## config.mk

```make
export PLATFORM = sky130hd
export DESIGN_NAME = card_dealer
export DESIGN_NICKNAME = d
export VERILOG_FILES = /design/src/rtl/card_dealer.sv
export SDC_FILE = /design/constraint.sdc
export NUM_CORES = 1
export LEC_CHECK = 0
export ABC_AREA = 1
export CORE_MARGIN = 2
export CORE_UTILIZATION = 40
export DETAILED_ROUTE_END_ITERATION = 10
export PLACE_DENSITY = 0.6
export SLEW_MARGIN = 20
export SYNTH_ARGS = -nofsm -noshare
export SYNTH_HDL_FRONTEND = slang
export SYNTH_SLANG_ARGS = --single-unit
```

## constraint.sdc

```tcl
create_clock -name clk -period 3.1 [get_ports clk]
set_input_delay 0.62 -clock clk [delete_from_list [all_inputs] [get_ports clk]]
set_output_delay 0.62 -clock clk [all_outputs]
set_load 0.01 [all_outputs]
```

## src/rtl/card_dealer.sv

```systemverilog
// Card dealer: draws cards from a 52-card deck without replacement. The start slot comes
// from a free-running 6-bit LFSR; a linear scan then finds the next undealt slot.
module card_dealer (
    input  logic       clk,
    input  logic       rst,
    input  logic       pip,
    input  logic       new_game,
    output logic [3:0] number,
    output logic       number_valid,
    output logic       busy,
    output logic       deck_empty,
    output logic [5:0] cards_left
);

    typedef enum logic {
        IDLE = 1'b0,
        SCAN = 1'b1
    } state_t;

    state_t      state_q, state_d;
    logic [5:0]  lfsr_q, lfsr_d;
    logic [5:0]  idx_q, idx_d;
    logic [51:0] mask_q, mask_d;
    logic [3:0]  number_q, number_d;
    logic        number_valid_q, number_valid_d;
    logic        busy_q, busy_d;
    logic        deck_empty_q, deck_empty_d;
    logic [5:0]  cards_left_q, cards_left_d;

    logic [5:0]  start_idx_s;
    logic [5:0]  next_idx_s;
    logic        slot_free_s;
    logic        draw_req_s;

    // LFSR step, start-slot folding and scan helpers
    always_comb begin
        lfsr_d = {lfsr_q[4:0], lfsr_q[5] ^ lfsr_q[4]};
        if (lfsr_q <= 6'd52) begin
            start_idx_s = lfsr_q - 6'd1;
        end else begin
            start_idx_s = lfsr_q - 6'd53;
        end
        if (idx_q == 6'd51) begin
            next_idx_s = 6'd0;
        end else begin
            next_idx_s = idx_q + 6'd1;
        end
        slot_free_s = ~mask_q[idx_q];
        draw_req_s  = pip & ~deck_empty_q;
    end

    // State register
    always_ff @(posedge clk) begin
        if (rst) begin
            state_q <= IDLE;
        end else begin
            state_q <= state_d;
        end
    end

    // Next-state logic; new_game always returns to IDLE
    always_comb begin
        state_d = state_q;
        if (new_game) begin
            state_d = IDLE;
        end else begin
            case (state_q)
                IDLE: begin
                    if (draw_req_s) begin
                        state_d = SCAN;
                    end else begin
                        state_d = IDLE;
                    end
                end
                SCAN: begin
                    if (slot_free_s) begin
                        state_d = IDLE;
                    end else begin
                        state_d = SCAN;
                    end
                end
                default: state_d = IDLE;
            endcase
        end
    end

    // Output and datapath logic
    always_comb begin
        mask_d         = mask_q;
        idx_d          = idx_q;
        number_d       = number_q;
        number_valid_d = 1'b0;
        cards_left_d   = cards_left_q;
        if (new_game) begin
            mask_d       = 52'd0;
            cards_left_d = 6'd52;
        end else begin
            case (state_q)
                IDLE: begin
                    if (draw_req_s) begin
                        idx_d = start_idx_s;
                    end else begin
                        idx_d = idx_q;
                    end
                end
                SCAN: begin
                    if (slot_free_s) begin
                        mask_d         = mask_q | (52'd1 << idx_q);
                        number_d       = idx_q[5:2] + 4'd1;
                        number_valid_d = 1'b1;
                        cards_left_d   = cards_left_q - 6'd1;
                    end else begin
                        idx_d = next_idx_s;
                    end
                end
                default: begin
                    idx_d = idx_q;
                end
            endcase
        end
        busy_d       = (state_d == SCAN);
        deck_empty_d = (cards_left_d == 6'd0);
    end

    // Datapath registers
    always_ff @(posedge clk) begin
        if (rst) begin
            lfsr_q         <= 6'b000001;
            idx_q          <= 6'd0;
            mask_q         <= 52'd0;
            number_q       <= 4'd0;
            number_valid_q <= 1'b0;
            busy_q         <= 1'b0;
            deck_empty_q   <= 1'b0;
            cards_left_q   <= 6'd52;
        end else begin
            lfsr_q         <= lfsr_d;
            idx_q          <= idx_d;
            mask_q         <= mask_d;
            number_q       <= number_d;
            number_valid_q <= number_valid_d;
            busy_q         <= busy_d;
            deck_empty_q   <= deck_empty_d;
            cards_left_q   <= cards_left_d;
        end
    end

    assign number       = number_q;
    assign number_valid = number_valid_q;
    assign busy         = busy_q;
    assign deck_empty   = deck_empty_q;
    assign cards_left   = cards_left_q;

endmodule

```

# Word level (Yosys, flattened, before mapping)
# Index checks and enable logic that the tools add are counted.
# Widths: inputs -> output; s select.
op_classes:
  order_cmp: 2
  mux: 14
  reduce_logical: 6
  shift: 1
  n_eq_ne: 3
  n_addsub: 5
  bitwise: 7
op_table:
  columns: ["op", "n"]
  rows:
  - ["$or 52x52->52", 1]
  - ["$shl 1x6->52 const A", 1]
  - ["$mux 6", 7]
  - ["$pmux 6 s2", 1]
  - ["$sub 6x1->6 const B", 2]
  - ["$lt 6x7->1 const B", 1]
  - ["$add 6x1->6 const B", 1]
  - ["$bmux 1 s6", 1]
  - ["$eq 6x6->1 const B", 1]
  - ["$le 6x6->1 const B", 1]
  - ["$logic_not 6->1", 1]
  - ["$reduce_and 3->1", 2]
  - ["$sub 6x6->6 const B", 1]
  - ["$add 4x1->4 const B", 1]
  - ["$mux 1", 4]
  - ["$not 1->1", 4]
  - ["$reduce_or 3->1", 1]
  - ["$ne 2x1->1 const B", 1]
  - ["$ne 2x2->1 const B", 1]
  - ["$pmux 1 s2", 1]
  - ["$reduce_and 2->1", 1]
  - ["$reduce_or 2->1", 1]
  - ["$and 1x1->1", 1]
  - ["$xor 1x1->1", 1]
word_totals:
  reg_bits: 77
  elab_cells: 46

# Depth between registers and ports, before layout
depth:
  depth_word: 6
  mapped_depth: 18
  ltp_nobuf: 17

# Least setup slack after synthesis
# Ideal clock, no wire load.
synth_path:
  path_kind: "flip-flop to flip-flop"
  start: "register lfsr_q[0]"
  end: "register idx_q[5]"
  arrival_ns: 1.807
  path_slack_ns: 1.160
  stages_incl_launch_ff: 13
  synth_period_minus_slack_ns: 1.940
  path_cell_list: "dfxtp_1 inv_1 ha_1 o21ai_0 nand2_1 ha_1 o21ai_0 a21oi_1 nor2_1 xnor2_1 o22ai_1 o21ai_0 a21oi_1"
synth_between:
  elab_chain_len: 4
synth_rtl:
  columns: ["element", "line", "rtl"]
  rows:
  - ["start, declared", "21", "logic [5:0] lfsr_q, lfsr_d;"]
  - ["start signal, assigned", "137", "lfsr_q <= lfsr_d;"]
  - ["$sub 6x6->6 (tied with other cells)", "41", "start_idx_s = lfsr_q - 6'd53;"]
  - ["$mux 6 *", "38", "if (lfsr_q <= 6'd52) begin"]
  - ["$mux 6 *", "100", "if (draw_req_s) begin"]
  - ["$pmux 6 s2 *", "98", "case (state_q)"]
  - ["end signal, assigned", "138", "idx_q <= idx_d;"]
  - ["end, declared", "22", "logic [5:0] idx_q, idx_d;"]
# Every way passes the cells marked *; elsewhere a longest branch is shown, timed or not. The select of a mux whose other input is x is not followed.
# A chain may end at the register's enable or synchronous reset.

# Worst setup path in the final report
layout_path:
  start: "register idx_q[3]"
  end: "register mask_q[33]"
layout_between:
  elab_chain_len: 4
layout_rtl:
  columns: ["element", "line", "rtl"]
  rows:
  - ["$bmux 1 s6", "48", "slot_free_s = ~mask_q[idx_q];"]
  - ["$mux 1 (not written as such)", "48", null]
  - ["$not 1->1 (no source line)", null, null]
  - ["$reduce_and 2->1 (no source line)", null, null]
  - ["end signal, assigned", "139", "mask_q <= mask_d;"]
  - ["end, declared", "23", "logic [51:0] mask_q, mask_d;"]
# Several ways; a longest one is shown, not always the timed one. The select of a mux whose other input is x is not followed.

==> impl_metrics.yaml <==
finish:
  postLayoutCoreUtil: 0.4626
  final_nets: 605
  layout-drive-gt1-share: 0.06926
  antenna_cells_inserted: 0
  mostFrequentLayoutCells: "112 x nand2_1, 84 x inv_1, 82 x nand3_1"
  area.growth.synth_to_final_pct: 13.58
  layout_commonest_cell: "nand2_1"
floorplanning:
  floorplan.die.height_um: 103.1
  die-area_sq_um: 10620
  placeableCoreArea_sq_um: 9639
  die_w_um: 103.1
  initial_core_util: 0.4073
  core.rowCount: 36
  top_level_ports: 17
pwr:
  power_mw: 2.291
  power_density_nw_per_um2: 513.8
  max-vdd-ir-drop_uv: 233.8
  p_leak_nw: 1.793
clocking:
  cts-htree-levels: 3
  cts-root-buf: "clkbuf_8"
  insertion_delay_ns: 0.36
  ctsLongestPathBuffers: 2
  cts_buffers: 9
  cts_num_sinks: 77
  post_cts_hold_buffer_count: 0
  clock_slew_seen_by_the_registers_of_the_worst_setup_and_hold_paths_ns: 0.09
  cts_tree: "built"
placement:
  post-dp-hpwl_um: 7014
  place.gp.congestion: 0.9295
  port_buffers: 16
routing:
  ant_nets: 0
  detail_route.wl_per_cell_um: 14.14
  drt_pass1_iterations: 5
  detailed_router_s_first_iteration_violation_count: 209
  detail_route.vias_per_cell: 5.168
  remaining_drc_errors: 0
  wirelength_um: 10250
  vias: 3747
sta:
  grt_setup_unrepaired: "no"
  timing.final.max_slew_violations: 0
  finalSetupTns_ns: 0
  endpoints_failing_setup: 0
  final.setup_skew_ns: 0.01148
  timing_hold_violations_final: 0
  relSlewSlack: 0.6153
  final_period_minus_worst_setup_slack_ns: 2.822
  max_freq_ghz: 0.3544
  timing.final.crit_share: 0.9103
  tightest_slew_ns: 0.5718
synth:
  yosysUniqueCellTypes: 32
  synth_area_sq_um: 3926
  ys_top_cells_by_area: "dfxtp_1 39%, nand2_1 11%, nand3_1 10%"
  post_syn_nets: 595
  synth-seq-area-share: 0.3926
  yosysTopAreaCell: "dfxtp_1"
  post_synthesis_sequential_element_count: 77
  synthesized_netlist_cell_count: 577
  syn-mean-instance-area_sq_um: 6.805
  synthesis.yosys.warnings: 0
  synth_top_area_share: 0.3926
setup_path:
  crit_top_cell: "nand3_1"
  crit_fanout: 19
  critPathRequiredTime_ns: 3.37
  critical_path_buf_inv_count: 2
  setup.worst_path.end_class: "flop"
  worst_path_cell_with_the_longest_stage_delay: "dfxtp_1"
  critical_path.cell_chain: "clkinvlp_4 > nor2_2 > nand3_1 > nand3_1 > nor2_1 > nor2_2 > nand3_2 > nor2_4 > nand2_2 > clkinv_2 > nand3_1 > o21ai_0"
  critPathTopFamily: "simple AND/OR/NAND/NOR gates"
  start_kind: "flop"
  worstSetupPathType: "reg2reg"
  worst_ep_arrival_time_ns: 3.09
  max_stage_delay_ns: 0.62
global_routing:
  grt_first_pass_wirelength_um: 17060
  antenna_found_initial: 0
  grt_max_degree: 49
  first_global_vias: 3519
  gr-usage-all-layers: 0.2067
  globalRouteOverflowTotal: 0
job:
  maximum_capacitance_violations: 0
min_path:
  hold_path.class: "reg2reg"
outcome:
  status: "finished, final reports clean"
-- report_power, final --
part	internal (mW)	switching (mW)	total (mW)
clock	0.555	0.393	0.948
sequential	1.00	0.0202	1.02
combinational	0.0969	0.223	0.320
total	1.66	0.636	2.29
-- worst min-delay path, stage by stage, from the launching register on --
cell	delay [ns]
dfxtp_1	0.32
inv_1	0.07
nor2_1	0.04
-- cells by family (layout without fill, tap and decap cells) --
family / Yosys count / count (layout) / synth area share
AOI/OAI and AO/OA: 94 / 94 / 0.1287
xor gates and xnor gates: 4 / 4 / 0.008925
adders and majority gates: 14 / 14 / 0.04461
buffers and inverters: 119 / 134 / 0.1227
DFF: 77 / 77 / 0.3926
and+or+nand+nor: 269 / 269 / 0.3024
-- layout make-up --
cell class | count | area (sq um)
well taps | 133 | 166.4
fillers | 1011 | 5180
inverters | 88 | 335.3
repair buffers | 30 | 265.3
clock buffers | 10 | 137.6
clock inverters | 6 | 110.1
flip-flops and latches | 77 | 1541
multi-input cells | 381 | 1903
-- through the flow --
step | area [sq um] | worst slack (ns) | std cells | hold WS [ns]
after floorplan | 3926 | 1.160 | 577 | 0.4231
after global placement | 4193 | 0.2645 | 707 | 0.4357
after detailed placement | 4193 | 0.2955 | 707 | 0.4429
after CTS | 4441 | 0.2770 | 723 | 0.4612
after global routing | 4459 | 0.001949 | 725 | 0.4835
final | 4459 | 0.2781 | 725 | 0.4583
-- cells in the mapped netlist --
library cell / count
nand4_1: 6
inv_2: 2
buf_4: 4
xnor2_1: 2
dfxtp_1: 77
nand3b_1: 2
o211ai_1: 3
xor2_1: 2
clkinv_2: 1
or2_2: 1
nand3_1: 82
buf_2: 9
nand2_1: 112
nor2_4: 1
o22ai_1: 13
o21ai_0: 29
nor3_1: 15
nor2_1: 42
clkbuf_1: 14
inv_1: 85
o21ai_1: 9
o21bai_1: 1
nor4_1: 3
buf_1: 3
a211oi_1: 2
ha_1: 14
nand2_2: 1
nor2_2: 3
a21oi_1: 36
nand3_2: 1
buf_6: 1
a22o_1: 1
-- flip-flops by register name, indices dropped and copies added (netlist names) --
register and cells:
mask_q 52, cards_left 6, idx_q 6, lfsr_q 6
number 4, busy 1, deck_empty 1, number_valid 1
-- final timing paths --
| check | slack, ns | end | start | cells after the start |
|---|---|---|---|---|
| setup reg to reg | 0.28 | mask_q[33] | idx_q[3] | 12 |
| setup / recovery | 0.28 | mask_q[33] | idx_q[3] | 12 |
| hold / removal | 0.46 | lfsr_q[3] | lfsr_q[2] | 2 |
| hold reg to reg | 0.46 | lfsr_q[3] | lfsr_q[2] | 2 |
-- timing repair --
| item | 4_1_cts | 5_1_grt |
|---|---|---|
| endpoints found under the setup margin | 0 | 18 |
| buffers inserted | 0 | 2 |
| gates resized for setup | 0 | 1 |
-- routing by layer --
| metal | part of all wire | vias to the layer above | wire length (um) | track usage |
|---|---|---|---|---|
| li1 | - | 1885 | - | - |
| met1 | 0.47 | 1739 | 4793 | 0.2697 |
| met2 | 0.48 | 109 | 4878 | 0.3467 |
| met3 | 0.042 | 14 | 432 | 0.03729 |
| met4 | 0.014 | 0 | 147 | 0.06579 |
| met5 | 0 | - | 0 | 0 |
Note: power is estimated with default switching activity, not from simulation.
